==> src/rtl/wb_regfile_if.sv <==
// Bus bundle for the writeback register file: writeback, two read ports,
// write counter and the debug read channel.
interface wb_regfile_if;
  logic        MemtoReg_i;
  logic        RegWrite_i;
  logic [31:0] Data_i;
  logic [31:0] Result_i;
  logic [4:0]  RD_i;
  logic [4:0]  RS_addr_i;
  logic [4:0]  RT_addr_i;
  logic [31:0] RS_data_o;
  logic [31:0] RT_data_o;
  logic [31:0] wb_data_o;
  logic [31:0] wcount_o;
  logic        dbg_req_i;
  logic [4:0]  dbg_addr_i;
  logic        dbg_ack_o;
  logic [31:0] dbg_data_o;

  modport slave (
    input  MemtoReg_i, RegWrite_i, Data_i, Result_i, RD_i,
    input  RS_addr_i, RT_addr_i, dbg_req_i, dbg_addr_i,
    output RS_data_o, RT_data_o, wb_data_o, wcount_o, dbg_ack_o, dbg_data_o
  );

  modport master (
    output MemtoReg_i, RegWrite_i, Data_i, Result_i, RD_i,
    output RS_addr_i, RT_addr_i, dbg_req_i, dbg_addr_i,
    input  RS_data_o, RT_data_o, wb_data_o, wcount_o, dbg_ack_o, dbg_data_o
  );
endinterface

==> src/rtl/wb_regfile.sv <==
// Register file with writeback mux, write-to-read bypass, committed-write
// counter and a three-state debug read port that never bypasses.
module wb_regfile #(
  parameter int DEPTH = 32
) (
  input  logic         clk_i,
  input  logic         rst_i,
  wb_regfile_if.slave  bus
);

  typedef enum logic [1:0] {
    ST_IDLE = 2'd0,
    ST_READ = 2'd1,
    ST_ACK  = 2'd2
  } dbg_state_e;

  logic [31:0] regs_q [DEPTH];
  logic        wr_en_s;
  logic [31:0] wb_data_s;
  logic [31:0] rs_data_s;
  logic [31:0] rt_data_s;
  logic [31:0] wcount_q;
  logic [31:0] wcount_d;
  dbg_state_e  state_q;
  dbg_state_e  state_d;
  logic [4:0]  dbg_addr_q;
  logic [4:0]  dbg_addr_d;
  logic [31:0] dbg_data_q;
  logic [31:0] dbg_data_d;
  logic        dbg_ack_q;
  logic        dbg_ack_d;

  // Writeback source select and commit qualification
  always_comb begin
    if (bus.MemtoReg_i) begin
      wb_data_s = bus.Data_i;
    end else begin
      wb_data_s = bus.Result_i;
    end
    wr_en_s  = bus.RegWrite_i && (bus.RD_i != 5'd0);
    wcount_d = wr_en_s ? (wcount_q + 32'd1) : wcount_q;
  end

  // Read ports: an in-flight write to the same index wins over the array
  always_comb begin
    if (wr_en_s && (bus.RD_i == bus.RS_addr_i)) begin
      rs_data_s = wb_data_s;
    end else if (bus.RS_addr_i == 5'd0) begin
      rs_data_s = 32'd0;
    end else begin
      rs_data_s = regs_q[bus.RS_addr_i];
    end
    if (wr_en_s && (bus.RD_i == bus.RT_addr_i)) begin
      rt_data_s = wb_data_s;
    end else if (bus.RT_addr_i == 5'd0) begin
      rt_data_s = 32'd0;
    end else begin
      rt_data_s = regs_q[bus.RT_addr_i];
    end
  end

  // Register array and write counter; reset blocks writes
  always_ff @(posedge clk_i or posedge rst_i) begin
    if (rst_i) begin
      for (int i = 0; i < DEPTH; i++) begin
        regs_q[i] <= 32'd0;
      end
      wcount_q <= 32'd0;
    end else begin
      if (wr_en_s) begin
        regs_q[bus.RD_i] <= wb_data_s;
      end
      wcount_q <= wcount_d;
    end
  end

  // Debug FSM next state; READ samples the array before this edge's write
  always_comb begin
    state_d    = state_q;
    dbg_addr_d = dbg_addr_q;
    dbg_data_d = dbg_data_q;
    dbg_ack_d  = 1'b0;
    case (state_q)
      ST_IDLE: begin
        if (bus.dbg_req_i) begin
          dbg_addr_d = bus.dbg_addr_i;
          state_d    = ST_READ;
        end else begin
          state_d    = ST_IDLE;
        end
      end
      ST_READ: begin
        if (dbg_addr_q == 5'd0) begin
          dbg_data_d = 32'd0;
        end else begin
          dbg_data_d = regs_q[dbg_addr_q];
        end
        dbg_ack_d = 1'b1;
        state_d   = ST_ACK;
      end
      ST_ACK: begin
        state_d = ST_IDLE;
      end
      default: begin
        state_d = ST_IDLE;
      end
    endcase
  end

  // Debug FSM state and registered outputs
  always_ff @(posedge clk_i or posedge rst_i) begin
    if (rst_i) begin
      state_q    <= ST_IDLE;
      dbg_addr_q <= 5'd0;
      dbg_data_q <= 32'd0;
      dbg_ack_q  <= 1'b0;
    end else begin
      state_q    <= state_d;
      dbg_addr_q <= dbg_addr_d;
      dbg_data_q <= dbg_data_d;
      dbg_ack_q  <= dbg_ack_d;
    end
  end

  assign bus.wb_data_o  = wb_data_s;
  assign bus.RS_data_o  = rs_data_s;
  assign bus.RT_data_o  = rt_data_s;
  assign bus.wcount_o   = wcount_q;
  assign bus.dbg_data_o = dbg_data_q;
  assign bus.dbg_ack_o  = dbg_ack_q;

endmodule

==> src/flat_wrapper.sv <==
// flat-port wrapper written by rule: the top's interface ports become plain ports
module wb_regfile_flat 
#(
  parameter int DEPTH = 32
)
  (clk_i, rst_i, bus_MemtoReg_i, bus_RegWrite_i, bus_Data_i, bus_Result_i, bus_RD_i, bus_RS_addr_i, bus_RT_addr_i, bus_dbg_req_i, bus_dbg_addr_i, bus_RS_data_o, bus_RT_data_o, bus_wb_data_o, bus_wcount_o, bus_dbg_ack_o, bus_dbg_data_o);
  wb_regfile_if bus_i ();
  input  logic clk_i;
  input  logic rst_i;
  input wire logic [$bits(bus_i.MemtoReg_i)-1:0] bus_MemtoReg_i;
  input wire logic [$bits(bus_i.RegWrite_i)-1:0] bus_RegWrite_i;
  input wire logic [$bits(bus_i.Data_i)-1:0] bus_Data_i;
  input wire logic [$bits(bus_i.Result_i)-1:0] bus_Result_i;
  input wire logic [$bits(bus_i.RD_i)-1:0] bus_RD_i;
  input wire logic [$bits(bus_i.RS_addr_i)-1:0] bus_RS_addr_i;
  input wire logic [$bits(bus_i.RT_addr_i)-1:0] bus_RT_addr_i;
  input wire logic [$bits(bus_i.dbg_req_i)-1:0] bus_dbg_req_i;
  input wire logic [$bits(bus_i.dbg_addr_i)-1:0] bus_dbg_addr_i;
  output wire logic [$bits(bus_i.RS_data_o)-1:0] bus_RS_data_o;
  output wire logic [$bits(bus_i.RT_data_o)-1:0] bus_RT_data_o;
  output wire logic [$bits(bus_i.wb_data_o)-1:0] bus_wb_data_o;
  output wire logic [$bits(bus_i.wcount_o)-1:0] bus_wcount_o;
  output wire logic [$bits(bus_i.dbg_ack_o)-1:0] bus_dbg_ack_o;
  output wire logic [$bits(bus_i.dbg_data_o)-1:0] bus_dbg_data_o;
  assign bus_i.MemtoReg_i = bus_MemtoReg_i;
  assign bus_i.RegWrite_i = bus_RegWrite_i;
  assign bus_i.Data_i = bus_Data_i;
  assign bus_i.Result_i = bus_Result_i;
  assign bus_i.RD_i = bus_RD_i;
  assign bus_i.RS_addr_i = bus_RS_addr_i;
  assign bus_i.RT_addr_i = bus_RT_addr_i;
  assign bus_i.dbg_req_i = bus_dbg_req_i;
  assign bus_i.dbg_addr_i = bus_dbg_addr_i;
  assign bus_RS_data_o = bus_i.RS_data_o;
  assign bus_RT_data_o = bus_i.RT_data_o;
  assign bus_wb_data_o = bus_i.wb_data_o;
  assign bus_wcount_o = bus_i.wcount_o;
  assign bus_dbg_ack_o = bus_i.dbg_ack_o;
  assign bus_dbg_data_o = bus_i.dbg_data_o;
  wb_regfile #(.DEPTH(DEPTH)) u_core (.clk_i(clk_i), .rst_i(rst_i), .bus(bus_i));
endmodule
==> config.mk <==
export PLATFORM = sky130hd
export DESIGN_NAME = wb_regfile_flat
export DESIGN_NICKNAME = d
export VERILOG_FILES = /design/src/rtl/wb_regfile_if.sv /design/src/rtl/wb_regfile.sv /design/src/flat_wrapper.sv
export SDC_FILE = /design/constraint.sdc
export NUM_CORES = 2
export LEC_CHECK = 0
export CORE_UTILIZATION = 25
export DETAILED_ROUTE_END_ITERATION = 10
export PLACE_DENSITY = 0.48
export SLEW_MARGIN = 25
export SYNTH_ARGS = -nofsm -noshare
export SYNTH_HDL_FRONTEND = slang
export SYNTH_SLANG_ARGS = --single-unit
==> constraint.sdc <==
create_clock -name clk_i -period 40.1 [get_ports clk_i]
set_input_delay 8.02 -clock clk_i [delete_from_list [all_inputs] [get_ports clk_i]]
set_output_delay 8.02 -clock clk_i [all_outputs]
set_load 0.1 [all_outputs]
# Yosys cells after proc, flatten, opt, wreduce, memory -nomap -nowiden
# Index checks and enable logic that the tools add are counted.
# word_totals
ff_bits,1096
out_inout_bits,161
word_cells,81
# classes
n_addsub,1
magnitude_cmp,5
n_eq_ne,3
n_mux,21
n_bitwise,4
n_reduce_logical,10
# ops
cell,n
1024-bit bitwise mux,1
32-bit binary-select mux with 5-bit select,3
32-bit two-way mux,13
32-bit demux with 5-bit select,1
"32-bit by 1-bit adder with 32-bit output, second input constant",1
"6-bit greater-or-equal comparator, second input constant",4
5-bit NOT with 6-bit output,4
5-bit zero test,3
5-bit == test,2
"6-bit by 1-bit < comparator with 1-bit output, second input constant",1
5-bit nonzero test,1
1-bit logical AND,4
2-bit case mux with 2 select lines,1
"2-bit by 1-bit == test with 1-bit output, second input constant",1
2-bit zero test,1
1-bit two-way mux,2
2-bit AND reduction,1

# Logic depth before layout (Yosys ltp)
# logic_depth
word_depth,6
ltp_mapped,10
depth_no_buf,6

# Least setup slack after synthesis
# Ideal clock, no wire load.
# synth_timing
path_type,input to output
start,in bus_RT_addr_i[0]
end,out bus_RT_data_o[0]
arrival_time_ns,10.826
t_required_ns,32.080
path_slack_ns,21.254
stages,8
path_buffers,3
cell_sequence,buf_2 > buf_4 > buf_2 > mux2i_1 > a221o_1 > o21ai_1 > a22oi_1 > o221ai_1
# synth_between
elab_chain_cells,6
word_cells_on_any_way,9
# synth_lines
element,line,rtl
"start, declared",flat_wrapper.sv:16,input wire logic [$bits(bus_i.RT_addr_i)-1:0] bus_RT_addr_i;
5-bit NOT with 6-bit output (not written as such),wb_regfile.sv:58,rt_data_s = regs_q[bus.RT_addr_i];
32-bit binary-select mux with 5-bit select,wb_regfile.sv:58,
32-bit two-way mux (not written as such) (2 in series),wb_regfile.sv:58,
32-bit two-way mux,wb_regfile.sv:55,end else if (bus.RT_addr_i == 5'd0) begin
32-bit two-way mux (*),wb_regfile.sv:53,if (wr_en_s && (bus.RD_i == bus.RT_addr_i)) begin
"end, declared",flat_wrapper.sv:20,output wire logic [$bits(bus_i.RT_data_o)-1:0] bus_RT_data_o;
# Every way passes the cells marked *; elsewhere a longest branch is shown, timed or not. The select of a mux whose other input is x is not followed.

# Final worst setup path
# layout_timing
start,in bus_RS_addr_i[0]
end,out bus_RS_data_o[26]
# layout_between
elab_chain_cells,6
word_cells_on_any_way,9
# layout_lines
element,line,rtl
"start, declared",flat_wrapper.sv:15,input wire logic [$bits(bus_i.RS_addr_i)-1:0] bus_RS_addr_i;
5-bit NOT with 6-bit output (not written as such),wb_regfile.sv:51,rs_data_s = regs_q[bus.RS_addr_i];
32-bit binary-select mux with 5-bit select,wb_regfile.sv:51,
32-bit two-way mux (not written as such) (2 in series),wb_regfile.sv:51,
32-bit two-way mux,wb_regfile.sv:48,end else if (bus.RS_addr_i == 5'd0) begin
32-bit two-way mux (*),wb_regfile.sv:46,if (wr_en_s && (bus.RD_i == bus.RS_addr_i)) begin
"end, declared",flat_wrapper.sv:19,output wire logic [$bits(bus_i.RS_data_o)-1:0] bus_RS_data_o;
# Marked as above.

==> flow_metrics.tcl <==
set metrics [dict create \
    r2r.worst_path.cells 8 \
    peakVddDrop_uv 37.2 \
    slew_violations 0 \
    synth_cells 6102 \
    post_drt_wl_per_cell_um 30.4 \
    avgViaCountPerCell 5.61 \
    slowest_delay_ns 1.37 \
    ios 250 \
    status "completed" \
    r2r_start "u_core.dbg_addr_q[0]$_DFFE_PP0P_" \
    hold_depth 0 \
    fillers 26600 \
    grt_pass1_vias 52000 \
    ys_top_cells_by_count "dfrtp_1, nand2_1, mux4_2, mux2i_1" \
    cts_tree "done" \
    rows 186 \
    total_power_mw 4.31 \
    end_kind "output port" \
    drive_gt1_frac 0.171 \
    grt_pass1_wl_mm 408 \
    relSlewSlack 0.247 \
    post_cts_buffers 0 \
    grt_setup_unrepaired "no" \
    hp-start "u_core.regs_q[1020]$_DFFE_PP0P_" \
    die_y_um 511 \
    firstDrtPassIters 6 \
    yosysMostFrequentCell "dfrtp_1" \
    powerDensity_mw_per_mm2 57.3 \
    place.gp.congestion 0.847 \
    ys.warnings.count 0 \
    clock_skew_ns 0.0357 \
    path_cells "buf_8 -> buf_4 -> buf_4 -> mux2i_1 -> a221oi_1 -> a21oi_1 -> a2bb2oi_1 -> o221ai_1 -> clkdlybuf4s50_1" \
    synth-seq-area-share 0.423 \
    vias 53000 \
    worstPathRequired_ns 32.08 \
    timing.setup.tns_ns 0 \
    synth_seq_cells 1095 \
    dpl_worst_slack_ns 18.71 \
    fin_crit_ns 21.36 \
    fmax_mhz 46.8 \
    finalHoldViolations 0 \
    synth_edf_count 0 \
    fin_util 0.292 \
    start_util 0.252 \
    critPathLaunchType "input port" \
    place_hpwl_mm 169 \
    syn_nets 6192 \
    path_max_fanout 71 \
    syn-cell-area_mm2 0.0648 \
    clkTransAtPathRegs_ns 0.06 \
    hp-class "flip-flop to flip-flop" \
    stdcell_area_mm2 0.0752 \
    holdPathEnd "u_core.regs_q[1020]$_DFFE_PP0P_" \
    dieArea_mm2 0.261 \
    grt-ovfl-total 0 \
    core_area_mm2 0.257 \
    maxCapViolations 0 \
    netlist.area_leader.share 0.423 \
    async_reset_ff_frac 1.00 \
    grt_use_total 0.216 \
    setup_viol 0 \
    initialDrtViolationCount 5354 \
    synth_top_cell_by_area "dfrtp_1" \
    cpMostUsedCell "buf_4" \
    insertion_delay_ns 0.79 \
    fp.dieW_um 511 \
    port_buffers 249 \
    antenna_found_initial 12 \
    tightest_slew_ns 1.13 \
    cts_max_level 3 \
    crit_arrival_ns 13.34 \
    holdBufCountCts 0 \
    placedCellCount 9225 \
    ys_types 58 \
    leakagePower_nw 31.0 \
    synthTopCellsByArea "dfrtp_1, mux4_2, mux2i_1, nand2_1, o21ai_0" \
    clk_path_buf_depth 3 \
    grt_max_degree 160 \
    final_cells 9459 \
    placed_area_mm2 0.0707 \
    cts-root-buf "clkbuf_16" \
    cts_sinks 1095 \
    cts_buffers 118 \
    finalCritPeriodShare 0.533 \
    fin_nets 6057 \
    cts_resized 0 \
    post_synth.cell_area_avg_um2 10.6 \
    setup_slack_ns 18.74 \
    synth_ff_type "dfrtp_1" \
    drc 0 \
    worstSetupPathType "input port to output port" \
    syn_to_final_growth_pct 16.0 \
    fin_hold_ws_ns 0.422 \
    cpMaxStageDelayCell "clkdlybuf4s50_1" \
    rr_endpoint "u_core.bus.dbg_data_o[14]$_DFFE_PP0P_" \
    totalWireLength_mm 288 \
    rrSetupSlack_ns 34.54 \
    ant_nets 0 \
]
-- registers in the layout, summed over array words and instances (netlist names) --
register and count:
u_core.state_q 1, u_core.bus.dbg_data_o 32, u_core.dbg_addr_q 5, u_core.regs_q 1024, u_core.bus.wcount_o 32, u_core.bus.dbg_ack_o 1
-- power breakdown --
part	internal (mW)	switching [mW]	total, mW	leakage (nW)
logic	0.597	0.871	1.47	15.1
registers	1.34	0.255	1.59	13.9
clock network	0.733	0.512	1.25	2.13
total	2.67	1.64	4.31	31.0
-- how the worst max path moves through the flow --
stage | start | to | cells after the start
finish | bus_RS_addr_i[0] | bus_RS_data_o[26] | 9
CTS | bus_RS_addr_i[0] | bus_RS_data_o[26] | 9
detailed placement | bus_RS_addr_i[0] | bus_RS_data_o[26] | 9
global route | bus_RS_addr_i[0] | bus_RS_data_o[26] | 9
global placement | bus_RS_addr_i[0] | bus_RS_data_o[26] | 9
floorplan | rst_i | u_core.bus.dbg_ack_o$_DFF_PP0_ | 1
-- final cells by class --
cell class,count,area (µm²),area share
tap,3384,4230,0.0563
clock inverter,63,926,0.0123
multi-input combinational,4243,35000,0.465
timing repair buffer,403,3810,0.0507
antenna,5,12.5,0.000166
clock buffer,160,3420,0.0454
inverter,106,412,0.00547
sequential,1095,27400,0.365
-- kinds of logic after synthesis --
logic type                 Yosys count  synth area share
AOI/OAI and AO/OA                 1680             0.157
and+or+nand+nor                   1408            0.0859
muxes                             1113             0.279
DFF                               1095             0.423
buffers and inverters              764            0.0497
xor gates and xnor gates            41           0.00554
adders and majority gates            1          0.000193
-- critical path: cells and delay by family --
family | cells | cell delay [ns]
AOI/OAI and AO/OA | 4 | 1.48
buffers and inverters | 4 | 3.50
muxes | 1 | 0.17
-- layer usage --
metal  share of wire  vias up  track usage
met5         0.00017        -            0
met4           0.064        8        0.124
met3           0.070      653       0.0322
met2            0.46     2338        0.349
met1            0.40    27600        0.275
li1                -    22500            -
-- cell usage in the layout (no fill, tap or decap), drive strengths merged, types with 138 or more instances in the layout --
master	synthesis	layout
dfrtp	1095	1095
a21oi	426	426
nand2	829	829
nor2	437	437
o21ai	736	736
buf	206	175
clkbuf	452	161
clkdlybuf4s50	0	227
mux4	556	556
mux2i	551	551
a221oi	138	138
No activity file was read; power rests on OpenSTA's default activity.
